$ cat src/rtl/fifo_pkg.sv
// Shared constants and helpers for the single-clock programmable FIFO.
// Latency: n/a (elaboration-time only).
// Backpressure: n/a.
package fifo_pkg;

    // Read-mode selector values for the FWFT parameter.
    localparam int FIFO_MODE_STD  = 0;
    localparam int FIFO_MODE_FWFT = 1;

    // Number of words for a given address width.
    function automatic int fifo_depth(input int addr_width);
        return 1 << addr_width;
    endfunction

    // True when a threshold lies inside [lo, hi]; used for elaboration checks.
    function automatic bit fifo_thresh_ok(input int value, input int lo, input int hi);
        return (value >= lo) && (value <= hi);
    endfunction

endpackage

$ cat src/rtl/fifo_ram.sv
// Simple dual-port storage: one synchronous write port, one asynchronous read port.
// Latency: write lands at the clock edge; read data follows i_rd_addr combinationally.
// Backpressure: none; the caller decides when a write is legal.
// Ports: i_clk, i_wr_en/i_wr_addr/i_wr_dat (write), i_rd_addr -> o_rd_dat (read).
module fifo_ram #(
    parameter int DATA_WIDTH = 32,
    parameter int ADDR_WIDTH = 4
) (
    input  logic                  i_clk,
    input  logic                  i_wr_en,
    input  logic [ADDR_WIDTH-1:0] i_wr_addr,
    input  logic [DATA_WIDTH-1:0] i_wr_dat,
    input  logic [ADDR_WIDTH-1:0] i_rd_addr,
    output logic [DATA_WIDTH-1:0] o_rd_dat
);

    // Contents are deliberately not reset.
    logic [DATA_WIDTH-1:0] r_mem [0:(1<<ADDR_WIDTH)-1];

    always_ff @(posedge i_clk) begin
        if (i_wr_en) begin
            r_mem[i_wr_addr] <= i_wr_dat;
        end
    end

    assign o_rd_dat = r_mem[i_rd_addr];

endmodule

$ cat src/rtl/fifo_sync_prog.sv
// Single-clock FIFO with programmable almost-full/empty, sticky error flags, STD or FWFT read.
// Latency: STD read data one cycle after i_rd; FWFT head visible the cycle after its write edge.
// Backpressure: writes while o_full and reads while o_empty are dropped and flagged sticky.
// Ports: i_clk/i_rstn, write i_wr/i_data, read i_rd -> o_data/o_valid, i_clr_err,
//        status o_fill/o_full/o_empty/o_almost_full/o_almost_empty, errors o_overflow/o_underflow.
module fifo_sync_prog
    import fifo_pkg::*;
#(
    parameter int DATA_WIDTH    = 32,
    parameter int ADDR_WIDTH    = 4,
    parameter int FWFT          = FIFO_MODE_STD,
    parameter int AFULL_THRESH  = fifo_depth(ADDR_WIDTH) - 2,
    parameter int AEMPTY_THRESH = 2
) (
    input  logic                  i_clk,
    input  logic                  i_rstn,
    input  logic [DATA_WIDTH-1:0] i_data,
    input  logic                  i_wr,
    input  logic                  i_rd,
    input  logic                  i_clr_err,
    output logic [DATA_WIDTH-1:0] o_data,
    output logic                  o_valid,
    output logic [ADDR_WIDTH:0]   o_fill,
    output logic                  o_full,
    output logic                  o_empty,
    output logic                  o_almost_full,
    output logic                  o_almost_empty,
    output logic                  o_overflow,
    output logic                  o_underflow
);

    localparam int DEPTH = fifo_depth(ADDR_WIDTH);
    localparam logic [ADDR_WIDTH:0] L_DEPTH = {1'b1, {ADDR_WIDTH{1'b0}}};
    localparam logic [ADDR_WIDTH:0] L_AFULL = AFULL_THRESH[ADDR_WIDTH:0];
    localparam logic [ADDR_WIDTH:0] L_AEMPTY = AEMPTY_THRESH[ADDR_WIDTH:0];

    if (!fifo_thresh_ok(AFULL_THRESH, 1, DEPTH)) begin : g_bad_afull
        $fatal(1, "fifo_sync_prog: AFULL_THRESH out of range 1..DEPTH");
    end
    if (!fifo_thresh_ok(AEMPTY_THRESH, 0, DEPTH - 1)) begin : g_bad_aempty
        $fatal(1, "fifo_sync_prog: AEMPTY_THRESH out of range 0..DEPTH-1");
    end
    if (FWFT != FIFO_MODE_STD && FWFT != FIFO_MODE_FWFT) begin : g_bad_mode
        $fatal(1, "fifo_sync_prog: FWFT must be 0 or 1");
    end

    logic [ADDR_WIDTH-1:0] r_wptr;
    logic [ADDR_WIDTH-1:0] r_rptr;
    logic [ADDR_WIDTH:0]   r_fill;
    logic                  r_full;
    logic                  r_empty;
    logic                  r_afull;
    logic                  r_aempty;
    logic                  r_overflow;
    logic                  r_underflow;

    logic                  w_wr_en;
    logic                  w_rd_en;
    logic [ADDR_WIDTH:0]   w_fill_next;
    logic [DATA_WIDTH-1:0] w_ram_dat;

    // Acceptance uses registered flags only, so a read in the same cycle
    // never frees room for a write to a full FIFO, and an empty FIFO never
    // lets a read bypass a simultaneous write.
    assign w_wr_en     = i_wr & ~r_full;
    assign w_rd_en     = i_rd & ~r_empty;
    assign w_fill_next = r_fill + (ADDR_WIDTH+1)'(w_wr_en) - (ADDR_WIDTH+1)'(w_rd_en);

    fifo_ram #(
        .DATA_WIDTH (DATA_WIDTH),
        .ADDR_WIDTH (ADDR_WIDTH)
    ) u_ram (
        .i_clk     (i_clk),
        .i_wr_en   (w_wr_en),
        .i_wr_addr (r_wptr),
        .i_wr_dat  (i_data),
        .i_rd_addr (r_rptr),
        .o_rd_dat  (w_ram_dat)
    );

    // Every status flag is registered from w_fill_next so it is exact right
    // after the edge; full/empty never come from pointer comparison.
    always_ff @(posedge i_clk or negedge i_rstn) begin
        if (!i_rstn) begin
            r_wptr      <= '0;
            r_rptr      <= '0;
            r_fill      <= '0;
            r_full      <= 1'b0;
            r_empty     <= 1'b1;
            r_afull     <= 1'b0;
            r_aempty    <= 1'b1;
            r_overflow  <= 1'b0;
            r_underflow <= 1'b0;
        end else begin
            if (w_wr_en) r_wptr <= r_wptr + 1'b1;
            if (w_rd_en) r_rptr <= r_rptr + 1'b1;
            r_fill   <= w_fill_next;
            r_full   <= (w_fill_next == L_DEPTH);
            r_empty  <= (w_fill_next == '0);
            r_afull  <= (w_fill_next >= L_AFULL);
            r_aempty <= (w_fill_next <= L_AEMPTY);
            // A new violation in the clear cycle keeps the flag set.
            r_overflow  <= (i_wr & r_full)  | (r_overflow  & ~i_clr_err);
            r_underflow <= (i_rd & r_empty) | (r_underflow & ~i_clr_err);
        end
    end

    if (FWFT == FIFO_MODE_FWFT) begin : g_fwft
        assign o_data  = w_ram_dat;
        assign o_valid = ~r_empty;
    end else begin : g_std
        logic [DATA_WIDTH-1:0] r_data;
        logic                  r_valid;

        always_ff @(posedge i_clk or negedge i_rstn) begin
            if (!i_rstn) begin
                r_data  <= '0;
                r_valid <= 1'b0;
            end else begin
                r_valid <= w_rd_en;
                if (w_rd_en) r_data <= w_ram_dat;
            end
        end

        assign o_data  = r_data;
        assign o_valid = r_valid;
    end

    assign o_fill         = r_fill;
    assign o_full         = r_full;
    assign o_empty        = r_empty;
    assign o_almost_full  = r_afull;
    assign o_almost_empty = r_aempty;
    assign o_overflow     = r_overflow;
    assign o_underflow    = r_underflow;

endmodule
$ cat config.mk
export PLATFORM = sky130hd
export DESIGN_NAME = fifo_sync_prog
export DESIGN_NICKNAME = d
export VERILOG_FILES = /design/src/rtl/fifo_pkg.sv /design/src/rtl/fifo_ram.sv /design/src/rtl/fifo_sync_prog.sv
export SDC_FILE = /design/constraint.sdc
export NUM_CORES = 1
export LEC_CHECK = 0
export ABC_AREA = 1
export CAP_MARGIN = 20
export CORE_ASPECT_RATIO = 1.75
export CORE_UTILIZATION = 61
export CTS_CLUSTER_SIZE = 24
export DETAILED_ROUTE_END_ITERATION = 12
export GPL_TIMING_DRIVEN = 0
export PLACE_DENSITY = 0.81
export SYNTH_ARGS = -nofsm -noshare
export SYNTH_HDL_FRONTEND = slang
export SYNTH_SLANG_ARGS = --single-unit
$ cat constraint.sdc
create_clock -name i_clk -period 3.7 [get_ports i_clk]
set_clock_uncertainty 0.15 [all_clocks]
set_input_delay 0.74 -clock i_clk [delete_from_list [all_inputs] [get_ports i_clk]]
set_output_delay 0.74 -clock i_clk [all_outputs]
set_load 0.02 [all_outputs]
# == Word level (Yosys, flattened, before mapping) ==
# Memory sizes are Yosys's and may differ from the RTL's. A register that Yosys moved wholly into a read port is not among the register bits.
# Cells that the tools add are included.
# totals
register_bits,20
latch_bits,0
ramBits,512
romBits,0
inputBits,37
output_inout_bits,44
elab_cells,33
memories,1
# classes
add_sub_neg,4
multipliers,0
div,0
n_lt_le_gt_ge,2
n_eq_ne,1
shifts,0
mux,2
bitwise_logic,11
reduce_logical,2
# memory_table
memory,words,width,rd,rd_ports_with_merged_regs,write_ports,line_no,text
u_ram.r_mem,16,32,1,1,1,fifo_ram.sv:18,logic [DATA_WIDTH-1:0] r_mem [0:(1<<ADDR_WIDTH)-1];
# op_table
op,count
"adder 4 x 1 -> 4 bit, second input constant",2
bitwise AND 1 bit,6
adder 5 x 1 -> 5 bit,1
"equality test 5 bit, second input constant",1
">= comparator 5 x 4 -> 1 bit, second input constant",1
"less-or-equal comparator 5 x 2 -> 1 bit, second input constant",1
logical NOT 5 bit,1
subtractor 5 x 1 -> 5 bit,1
NOT 1 bit,3
two-way mux 1 bit,2
OR 1 bit,2
logical NOT 1 bit,1

# == Longest topological paths before layout ==
# depth
word_depth,5
mapped_depth,15
mapped_depth_nobuf,14

# == By module ==
# From an unflattened synthesis, not the netlist that was laid out.
# hier_totals
hier_cells,2332
hier_area_um2,24576.1
# modules_own_cells
module,instances,cells_each,area_each_um2
fifo_ram,1,2088,22089.9
fifo_sync_prog,1,244,2486.1

# == Worst setup path after synthesis ==
# No wires, ideal clock.
# synth_path
path_kind,in2reg
from,input i_wr
to,memory u_ram.r_mem[11][0] (enable)
arrival_ns,2.548
slack_ns,0.581
cell_stages,4
cell_sequence,inv_1 nor2_2 nand2_1 nor2_1
# synth_between
elab_chain_len,3
# synth_lines
item,line_no,text
from (decl),fifo_sync_prog.sv:18,"input logic i_wr,"
bitwise AND 1 bit,fifo_sync_prog.sv:65,assign w_wr_en = i_wr & ~r_full;
two-way mux 1 bit,fifo_ram.sv:21,if (i_wr_en) begin
two-way mux 1 bit (not written as such),fifo_ram.sv:22,r_mem[i_wr_addr] <= i_wr_dat;
to (decl),fifo_ram.sv:18,
# Every way passes these cells.

# == Final worst setup path ==
# layout_path
from,input i_rd
to,"register r_empty, in the netlist o_empty"
# layout_between
elab_chain_len,3
# layout_lines
item,line_no,text
from (decl),fifo_sync_prog.sv:19,"input logic i_rd,"
bitwise AND 1 bit,fifo_sync_prog.sv:66,assign w_rd_en = i_rd & ~r_empty;
net w_rd_en,fifo_sync_prog.sv:58,logic w_rd_en;
subtractor 5 x 1 -> 5 bit,fifo_sync_prog.sv:67,assign w_fill_next = r_fill + (ADDR_WIDTH+1)'(w_wr_en) - (ADDR_WIDTH+1)'(w_rd_en);
net w_fill_next[2],fifo_sync_prog.sv:59,logic [ADDR_WIDTH:0] w_fill_next;
logical NOT 5 bit,fifo_sync_prog.sv:99,r_empty <= (w_fill_next == '0);
to (signal assigned),fifo_sync_prog.sv:99,
to (decl),fifo_sync_prog.sv:51,logic r_empty;
# The timed path passes the listed nets, and every way through them passes these cells.
# A chain may end at the register's enable or synchronous reset.

==> metrics.csv <==
stage,metric,value,unit
clock_network,cts_root_buf,clkbuf_16,
global_route,grt_pass1_vias,16000,
pwr,power,20.9,mW
die,die_h,257,um
sta,fin_crit_sh,97.2,%
outcome,outcome,completed,
die,core.rowCount,93,
layout,fillers,2339,
synthesis,synth_edf_count,512,
synthesis,ys_types,29,
sta,slew_viol_final,0,
clock_network,clock-sinks,564,
clock_network,cts_setup_buffers,0,
detailed_routing,drc,0,
flow_run,drv_cap,0,
critical_path,cpMostUsedCell,ha_1,
critical_path,cp.required,4.04,ns
global_route,grt_max_degree,33,
layout,area.sequential,0.0167,sq mm
synthesis,ys.flop_type,edfxtp_1,
critical_path,path_max_fanout,11,
global_route,grt_pass1_wl,89700,um
sta,final-hold-violation-count,0,
synthesis,syn_nets,1970,
placed_design,io_buffers,80,
sta,setup_violations,0,
critical_path,r2r-start,o_empty$_DFF_PN1_,
synthesis,ys_ff_latch,564,
layout,final_cell_mix,"nand2_1 (788), edfxtp_1 (512), nand3_1 (293), clkdlybuf4s50_1 (79), a21oi_1 (67)",
detailed_routing,drt_wl_total,60100,um
layout,antenna_cells,0,
synthesis,syn_area_per_cell,11.8,sq um
global_route,antenna_found_initial,0,
layout,multi_input_area,0.00538,sq mm
layout,finalNonFillerCells,2580,
critical_path,arrival,3.94,ns
synthesis,yosys_warnings,0,
critical_path,timing.critical_path.from,i_rd,
critical_path,worstPathCellList,clkdlybuf4s50_1 -> nand2_4 -> clkinv_2 -> clkbuf_2 -> ha_1 -> inv_1 -> ha_1 -> fa_1 -> xor2_1 -> nor3_1 -> nand3_1 -> nor2_1,
layout,syn2layout_area_growth,14.9,%
critical_path,critPathLaunchType,input port,
die,dieArea,0.0380,sq mm
die,start_util,61.8,%
hold_path,hp-start,o_data[19]$_DFFE_PN0P_,
detailed_routing,ant_nets,0,
placed_design,gp_congestion,0.856,
detailed_routing,avgViaCountPerCell,6.08,
clock_network,clk_latency,0.57,ns
sta,max_slew_margin,45.9,%
sta,fin_setup_tns,0,ns
layout,final_common_cell,nand2_1,
die,die_x,148,um
detailed_routing,vias,15700,
die,core_area,0.0367,sq mm
global_route,grt_overflow_total,0,
critical_path,slowest_delay,0.46,ns
sta,tightestPinTransition,0.812,ns
clock_network,cts_buffers,47,
detailed_routing,drt_iter0_drc,1792,
synthesis,yosysSeqAreaShare,73.6,%
layout,nNetsFinal,2117,
detailed_routing,wire_per_inst,23.3,um
pwr,cellPowerDensity,801,mW/mm^2
layout,final_util,71.0,%
detailed_routing,dr.pass1.iters,8,
sta,rsz0062_at_grt,false,
pwr,peakVddDrop,0.000642,V
layout,drive_above_1_share,9.22,%
sta,fmax,278,MHz
synthesis,syn_area,0.0227,sq mm
critical_path,crit_type,in2reg,
global_route,grt_use_total,32.3,%
clock_network,cts_max_level,2,
clock_network,clk_pin_slew,0.07,ns
critical_path,crit_path_end_kind,flip-flop,
hold_path,worstHoldPathType,reg2reg,
synthesis,synthCells,1922,
placed_design,placed_cell_area,0.0246,sq mm
sta,fin_crit,3.60,ns
die,io_pins,81,
placed_design,placed_cells,2494,
layout,final_area,0.0260,sq mm
synthesis,async_flop_share,9.22,%
placed_design,hpwl,39500,um
clock_network,max-clock-path-buffers,3,
pwr,p_leak,9.87,nW
clock_network,tritoncts,done,
critical_path,slowest_stage,clkdlybuf4s50_1,
metrics by stage:
stage | setup slack (ns) | hold WS, ns
2_1_floorplan | 0.581 | 0.294
3_3_place_gp | -1.25 | 0.312
3_5_place_dp | -0.865 | 0.315
4_1_cts | 0.0300 | 0.333
5_1_grt | 0.0156 | 0.344
6_report | 0.102 | 0.329
power by group:
part / switching, mW / total, mW / internal [mW] / leakage (nW)
combinational: 5.59 / 8.07 / 2.47 / 3.93
sequential: 0.295 / 8.14 / 7.85 / 5.25
clock: 2.18 / 4.65 / 2.46 / 0.685
total: 8.07 / 20.9 / 12.8 / 9.87
sequential cells by signal, summed over array words and instances (netlist names), 4 cells and up:
name	count
o_data	32
o_fill	5
r_rptr	4
r_wptr	4
u_ram.r_mem	512
metal layers:
layer	routed length [um]	vias to the layer above	global-route usage [%]
met5	0	-	0
met2	30900	944	56.2
met1	19800	7622	36.5
met3	4970	234	4.61
li1	-	6893	-
met4	4460	0	22.6
synth_stat cells (2+ instances only):
cell / n / area (sq um)
nand2_1: 788 / 2960
buf_1: 5 / 18.8
buf_2: 48 / 240
edfxtp_1: 512 / 15400
nor2_1: 51 / 191
dfstp_2: 2 / 52.6
a21oi_1: 67 / 335
dfrtp_1: 50 / 1250
inv_1: 16 / 60.1
clkbuf_1: 17 / 63.8
ha_1: 10 / 125
nand3_1: 293 / 1470
xor2_1: 7 / 61.3
buf_6: 12 / 135
o21ai_0: 4 / 20.0
inv_2: 3 / 11.3
buf_4: 25 / 188
cell families (layout without fill, tap and decap cells):
kind of cell             count (synthesis)  count (layout)  synth area share (%)
AO/OA/AOI/OAI                           72              72                  1.60
XOR/XNOR                                 8               8                 0.309
adder cells (fa/ha/maj)                 11              11                 0.641
buffers and inverters                  128             311                  3.21
flip-flops                             564             564                  73.6
AND/OR/NAND/NOR                       1139            1139                  20.6
layout make-up:
class | count | area share, %
tap | 475 | 2.28
timing repair buffer | 98 | 4.81
clock buffer | 61 | 4.80
sequential | 564 | 64.1
inverter | 21 | 0.317
clock inverter | 24 | 0.572
buffer | 107 | 2.49
multi-input combinational | 1230 | 20.7
path summary, 6_finish.rpt:
path	endpoint	slack [ns]	cells after the start
max	o_empty$_DFF_PN1_	0.10	12
min in group asynchronous	o_fill[4]$_DFF_PN0_	0.53	2
max in group asynchronous	o_empty$_DFF_PN1_	2.21	3
max reg2reg	o_empty$_DFF_PN1_	0.16	12
min reg2reg	o_data[19]$_DFFE_PN0P_	0.33	2
min	o_data[19]$_DFFE_PN0P_	0.33	2
repair_timing:
| action | in CTS | in global routing |
|---|---|---|
| endpoints found under the setup margin | 5 | 2 |
| endpoints found under the hold margin | 6 | 0 |
| resized for setup | 2 | 1 |
| hold buffers | 1 | 0 |
worst max-delay path: cells and delay by family:
family / cells / cell delay, ns
xor+xnor: 1 / 0.22
fa+ha+maj: 3 / 1.05
buf+inv: 4 / 1.12
simple gates: 4 / 0.81
Note: power is estimated with default switching activity, not from simulation.
